`config.mk`:
```
export PLATFORM = sky130hd
export DESIGN_NAME = pdecoder4_buf
export DESIGN_NICKNAME = d
export VERILOG_FILES = /design/src/rtl/pdecoder4_buf.sv
export SDC_FILE = /design/constraint.sdc
export NUM_CORES = 1
export LEC_CHECK = 0
export ABC_AREA = 1
export CAP_MARGIN = 20
export CORE_ASPECT_RATIO = 0.75
export CORE_MARGIN = 5
export CORE_UTILIZATION = 35
export DETAILED_ROUTE_END_ITERATION = 6
export GPL_ROUTABILITY_DRIVEN = 0
export PLACE_DENSITY = 0.64
export SYNTH_ARGS = -nofsm -noshare
export SYNTH_HDL_FRONTEND = slang
export SYNTH_SLANG_ARGS = --single-unit
```
`constraint.sdc`:
```
create_clock -name clk -period 1.8 [get_ports clk]
set_clock_uncertainty 0.15 [all_clocks]
set_input_delay 0.36 -clock clk [delete_from_list [all_inputs] [get_ports clk]]
set_output_delay 0.36 -clock clk [all_outputs]
set_load 0.005 [all_outputs]
```
`src/rtl/pdecoder4_buf.sv`:
```
// pdecoder4_buf: FIFO-buffered 2-to-4 decoder with valid/ready on both sides and a wrapping pop counter.
module pdecoder4_buf #(
  parameter int DEPTH = 2,
  parameter int CNT_W = 8
) (
  input  logic             clk,
  input  logic             rst_n,
  input  logic             in_valid,
  output logic             in_ready,
  input  logic             y0,
  input  logic             y1,
  output logic             out_valid,
  input  logic             out_ready,
  output logic [3:0]       d,
  output logic             full,
  output logic [CNT_W-1:0] dec_cnt
);
  localparam int AW = $clog2(DEPTH);
  logic [3:0]       mem_q [DEPTH];
  logic [AW-1:0]    wr_q, wr_d, rd_q, rd_d;
  logic [AW:0]      occ_q, occ_d;
  logic [CNT_W-1:0] cnt_q, cnt_d;
  logic             push, pop;
  always_comb begin
    full      = occ_q == (AW+1)'(DEPTH);
    in_ready  = rst_n & ~full;
    out_valid = occ_q != '0;
    d         = out_valid ? mem_q[rd_q] : 4'b0000;
    dec_cnt   = cnt_q;
    push      = in_valid & in_ready;
    pop       = out_valid & out_ready;
    wr_d      = push ? wr_q + AW'(1) : wr_q;
    rd_d      = pop ? rd_q + AW'(1) : rd_q;
    cnt_d     = pop ? cnt_q + CNT_W'(1) : cnt_q;
    occ_d     = occ_q + (AW+1)'(push) - (AW+1)'(pop);
  end
  // Codes are stored already decoded so the read side is a plain mux.
  always_ff @(posedge clk) begin
    if (push) mem_q[wr_q] <= 4'b0001 << {y0, y1};
  end
  always_ff @(posedge clk) begin
    if (!rst_n) begin
      wr_q  <= '0;
      rd_q  <= '0;
      occ_q <= '0;
      cnt_q <= '0;
    end else begin
      wr_q  <= wr_d;
      rd_q  <= rd_d;
      occ_q <= occ_d;
      cnt_q <= cnt_d;
    end
  end
endmodule

```
==> results.toml, run 1 <==
[floorplan]
initial_core_util = 0.356
io_pins = 21
die_w_um = 72.4
die_area_um2 = 4120
die_h_um = 56.8
placementRows = 17
core_area_um2 = 2870

[route]
ant_nets = 0
wire_per_inst_um = 10.4
first_pass_iters = 4
via_count = 846
via_per_inst = 4.34
first_iter_violations = 36
wirelength_um = 2020
drc = 0

[logic_synthesis]
synthFlopType = "dfxtp_1"
synth_seq_cells = 21
synth_adder_area_share = 0.0367
synth_common_cells = "30 x nand2_1, 24 x inv_1, 19 x nor2_1"
yosys.area.top_type = "dfxtp_1"
syn_inst = 128
synth_top_area_share = 0.254
synth.area.mux_share = 0
synth_top_family_by_area = "simple AND/OR/NAND/NOR gates"
yosys.area_share.simple = 0.289
yosys-top-cells-area = "dfxtp_1 25%, edfxtp_1 23%, nand2_1 11%"
synth_cell_types = 19
synth.net_count = 137
yosysMostFrequentCell = "nand2_1"
ys_warn_count = 0
synthArstFlopShare = 0
synth-compound-area-share = 0.0611
synth_edf_count = 8
synth-seq-area-share = 0.489
synth_xor_area_frac = 0.00856
syn_area_per_cell_um2 = 8.00
synth_area_um2 = 1020

[power]
power_density_nw_per_um2 = 1100
power.switching_mw = 0.504
intPower_mw = 1.01
p_leak_nw = 0.623
finalPower_mw = 1.51
swShare = 0.334
ir_drop_uv = 406
p_seq_frac = 0.422
clkPwrFrac = 0.207
comb_power_share = 0.370

[critical_path]
crit_chain = "clkdlybuf4s50_1 > inv_1 > nor2_4 > ha_4 > inv_2 > ha_2 > xnor2_2 > nand2_1 > nand2_1 > nor2_1"
cp_max_fo = 2
crit_buf_inv = 3
required_ns = 1.81
critPathArrivalTime_ns = 1.75
endpoint_kind = "flip-flop"
start_kind = "input pin"
cp_slowest_cell = "clkdlybuf4s50_1"
critPathTopFamily = "buffers and inverters"
crit_path_frequent_cell = "nand2_1"
worst-setup-path-type = "input pin to flip-flop"
slowest_delay_ns = 0.49

[run]
drv_cap = 0

[clocking]
clkTransAtPathRegs_ns = 0.08
cts_buffer_depth = 2
clockRootBuffer = "clkbuf_8"
hold_buffers = 0
cts_buffers = 3
htree_num_levels = 1
clock_sinks = 21
cts_tree = "yes"
clk_latency_ns = 0.26

[outcome]
status = "complete, no violations"

[grt]
antenna_found_initial = 0
grt_use_total = 0.107
grt_max_degree = 15
grt_pass1_vias = 813
grt-ovfl-total = 0
grt_pass1_wl_um = 3440

[final_layout]
antenna_cells = 0
fin_area_um2 = 1370
finalNetCount = 167
fin_util = 0.478
layout-drive-gt1-share = 0.185
final-instance-count-excl-fill = 195
syn_to_final_growth_pct = 34.2

[timing]
max_freq_ghz = 0.574
post-route-min-period_ns = 1.74
max_slew_margin = 0.858
fin_crit_sh = 0.968
setup_slack_ns = 0.0574
hold_violations = 0
setup_violations = 0
worst_pin_slew_ns = 0.211
grt_setup_unrepaired = "yes"
drv_slew = 0

[placed_design]
numPlacedInstances = 189
hpwl_um = 1580
io_buffers = 20
dp_slack_ns = -0.421
place_area_um2 = 1280

[hold_path]
hold_path_class = "flip-flop to flip-flop"
final timing paths:
| check | from | end | slack (ns) | cells after the start |
|---|---|---|---|---|
| min | rd_q | flip-flop | 0.31 | 1 |
| min reg2reg | rd_q | flip-flop | 0.31 | 1 |
| max | out_ready | occ_q[1] | 0.06 | 10 |
| max reg2reg | occ_q[0] | occ_q[1] | 0.09 | 12 |
state kept, by name, summed over array words and instances, names as in the netlist, named ones only:
signal   flops
wr_q         1
mem_q        8
occ_q        2
rd_q         1
dec_cnt      8
routing by layer:
metal	global-route usage	share of wire	up-vias
met5	0	0	-
met4	0.0421	0.011	0
met3	0.0179	0.015	2
met2	0.175	0.47	6
met1	0.138	0.51	389
li1	-	-	449
cell usage in the layout (no fill, tap or decap):
cell type        netlist  final
nand2_1               30     30
inv_1                 24     21
nor2_1                19     19
clkdlybuf4s50_1        0     12
dfxtp_1               13     10
a21oi_1                8      8
edfxtp_1               8      8
buf_4                  0      7
dlygate4sd2_1          0      6
nand3_1                5      5
nor2_4                 4      4
inv_2                  1      4
o21ai_0                3      3
clkbuf_8               1      3
nand2_2                2      2
nand4_1                2      2
dfxtp_4                0      2
nor2_2                 1      1
xnor2_2                0      1
o21bai_1               1      1
nand3_2                1      1
ha_4                   0      1
ha_2                   0      1
ha_1                   3      1
dfxtp_2                0      1
clkinvlp_4             0      1
clkdlybuf4s15_1        0      1
dlymetal6s2s_1         0      1
cell families (layout without fill, tap and decap cells):
family                   after synthesis  in the layout
AO/OA/AOI/OAI                         12             12
buffers and inverters                 27             56
XOR/XNOR                               1              1
flip-flops                            21             21
adder cells (fa/ha/maj)                3              3
AND/OR/NAND/NOR                       64             64
power groups by stage:
stage	clock, mW	sequential [mW]	combinational, mW
2_1_floorplan	0	0.623	0.302
3_3_place_gp	0	0.631	0.530
3_5_place_dp	0	0.635	0.545
4_1_cts	0.321	0.634	0.531
5_1_grt	0.342	0.650	0.634
6_report	0.313	0.639	0.560
through the flow:
step / hold WS (ns) / TNS, ns
floorplan: 0.275 / 0
global placement: 0.288 / -1.40
CTS: 0.307 / 0
finish: 0.306 / 0
global route: 0.351 / -0.0160
detailed placement: 0.299 / -1.46
layout make-up:
| type | instances | area [um^2] |
|---|---|---|
| Clock buffer | 3 | 41.3 |
| Clock inverter | 1 | 7.51 |
| Fill cell | 289 | 1500 |
| Inverter | 25 | 93.8 |
| Multi-Input combinational cell | 80 | 427 |
| Sequential cell | 21 | 509 |
| Tap cell | 38 | 47.5 |
| Timing Repair Buffer | 27 | 248 |
timing repair:
action	in CTS	in global routing
gates resized for setup	13	7
endpoints found under the setup margin	8	2
pin swaps	2	3
setup buffers	1	1
worst register-to-register path, cell delays in order, from the launching register on:
cell and delay, ns:
dfxtp_4 0.38, inv_1 0.04, nand2_1 0.06, inv_2 0.05, nor2_4 0.10, nand2_2 0.08, ha_4 0.26, inv_2 0.03
ha_2 0.17, xnor2_2 0.13, nand2_1 0.07, nand2_1 0.05, nor2_1 0.03
(Power assumes the default switching activity.)
==> run 2, diff against run 1 <==
--- a/config.mk
+++ b/config.mk
@@ -7,12 +7,14 @@
 export LEC_CHECK = 0
 export ABC_AREA = 1
 export CAP_MARGIN = 20
+export CELL_PAD_IN_SITES_DETAIL_PLACEMENT = 0
+export CELL_PAD_IN_SITES_GLOBAL_PLACEMENT = 2
 export CORE_ASPECT_RATIO = 0.75
 export CORE_MARGIN = 5
-export CORE_UTILIZATION = 35
+export CORE_UTILIZATION = 25
 export DETAILED_ROUTE_END_ITERATION = 6
 export GPL_ROUTABILITY_DRIVEN = 0
-export PLACE_DENSITY = 0.64
+export PLACE_DENSITY = 0.76
 export SYNTH_ARGS = -nofsm -noshare
 export SYNTH_HDL_FRONTEND = slang
 export SYNTH_SLANG_ARGS = --single-unit
==> constraint.sdc (replaced) <==
create_clock -name clk -period 1.45 [get_ports clk]
set_clock_uncertainty 0.15 [all_clocks]
set_input_delay 0.29 -clock clk [delete_from_list [all_inputs] [get_ports clk]]
set_output_delay 0.29 -clock clk [all_outputs]
set_load 0.005 [all_outputs]
==> results.toml, run 2 (synthesis results as in run 1) <==
[critical_path]
ff2ff_setup_slack_ns = -0.25
crit_start = "occ_q[0]"
endpoint_kind = "flip-flop"
critPathArrivalTime_ns = 1.71
reg2reg_from = "occ_q[0]"
required_ns = 1.46
worst-setup-path-type = "flip-flop to flip-flop"
crit_chain = "inv_2 > nand2_2 > inv_2 > nor2_4 > nand2_2 > ha_4 > inv_2 > ha_4 > xnor2_2 > nand2_1 > nand2_1 > nor2_2"
cp_slowest_cell = "dfxtp_4"
crit_path_end = "occ_q[1]"
reg2reg_depth = 12
slowest_delay_ns = 0.38
cp_max_fo = 3
worst_r2r_endpoint = "occ_q[1]"
crit_path_frequent_cell = "inv_2"
start_kind = "flip-flop"

[timing]
fin_crit_sh = 1.17
setup_slack_ns = -0.251
worst_pin_slew_ns = 0.214
max_slew_margin = 0.856
max_freq_ghz = 0.588
post-route-min-period_ns = 1.70
hold_violations = 0
drv_slew = 0
setup_violations = 12
grt_setup_unrepaired = "yes"

[clocking]
htree_num_levels = 1
cts_tree = "yes"
clockRootBuffer = "clkbuf_8"
cts_buffers = 3
clk_latency_ns = 0.26
cts_buffer_depth = 2
hold_buffers = 0
clock_sinks = 21
clkTransAtPathRegs_ns = 0.08

[final_layout]
syn_to_final_growth_pct = 59.2
layout_commonest_cell = "nand2_1"
layout-drive-gt1-share = 0.426
finalNetCount = 186
fin_util = 0.407
antenna_cells = 0
mostFrequentLayoutCells = "29 x nand2_1, 18 x inv_1, 17 x buf_4, 15 x nor2_1"
final-instance-count-excl-fill = 231
fin_area_um2 = 1630

[placed_design]
numPlacedInstances = 212
hpwl_um = 1620
dp_slack_ns = -0.662
place_area_um2 = 1370
io_buffers = 20

[power]
power_density_nw_per_um2 = 1440
ir_drop_uv = 568
p_leak_nw = 0.764
finalPower_mw = 2.34

[route]
wirelength_um = 2320
ant_nets = 0
via_per_inst = 3.93
wire_per_inst_um = 10.1
drc = 0
first_pass_iters = 4
via_count = 908
first_iter_violations = 31

[floorplan]
core_area_um2 = 4000
placementRows = 20
die_h_um = 65.4
initial_core_util = 0.256
die_area_um2 = 5490
io_pins = 21
die_w_um = 83.9

[grt]
grt_use_total = 0.0865
grt_pass1_vias = 859
grt_max_degree = 15
antenna_found_initial = 0
grt_pass1_wl_um = 3800
grt-ovfl-total = 0

[run]
drv_cap = 0

[outcome]
status = "finished with violations"
violations = "setup timing"

[hold_path]
hold_path_class = "flip-flop to flip-flop"
==> run 2: cell type report <==
class / count / area [um^2]
clock buffers: 3 / 41.3
flip-flops and latches: 21 / 518
clock inverters: 1 / 7.51
inverters: 25 / 96.3
well taps: 55 / 68.8
fillers: 416 / 2370
repair buffers: 46 / 415
multi-input cells: 80 / 482
==> run 2: stage by stage <==
| stage | TNS, ns | hold WS [ns] |
|---|---|---|
| floorplan | -0.333 | 0.275 |
| global placement | -7.40 | 0.285 |
| CTS | -1.27 | 0.296 |
| finish | -1.26 | 0.295 |
| detailed placement | -7.59 | 0.287 |
| global route | -2.07 | 0.332 |
==> run 2: how the worst min path moves through the flow <==
stage	cells after the start	from	slack [ns]	end
after floorplan	1	rd_q	0.28	flip-flop
after global placement	1	rd_q	0.29	rd_q
after detailed placement	1	rd_q	0.29	flip-flop
after CTS	1	rd_q	0.30	flip-flop
after global routing	1	rd_q	0.33	flip-flop
final	1	rd_q	0.30	flip-flop
==> run 2: timing repair <==
| item | in CTS | in global routing |
|---|---|---|
| gates resized for setup | 60 | 21 |
| setup endpoints to repair | 26 | 24 |
| setup buffers | 12 | 6 |
| pin swaps | 6 | 10 |
| cloned | 0 | 1 |
==> run 2: worst max-delay path, delay by kind of cell (launching register included) <==
kind	cells	cell delay, ns
adders and majority gates	2	0.42
and+or+nand+nor	6	0.39
DFF	1	0.38
xor gates and xnor gates	1	0.16
buffers and inverters	3	0.12
==> run 2: per-layer routing <==
layer	wire length [um]	track usage	vias up
li1	-	-	492
met1	1050	0.112	395
met2	1120	0.146	19
met3	129	0.0188	2
met4	23	0.0241	0
met5	0	0	-
==> run 2: power by group <==
part / total [mW] / internal (mW) / switching [mW]
registers: 0.786 / 0.717 / 0.0690
clock network: 0.399 / 0.194 / 0.205
logic: 1.16 / 0.657 / 0.501
total: 2.34 / 1.57 / 0.775
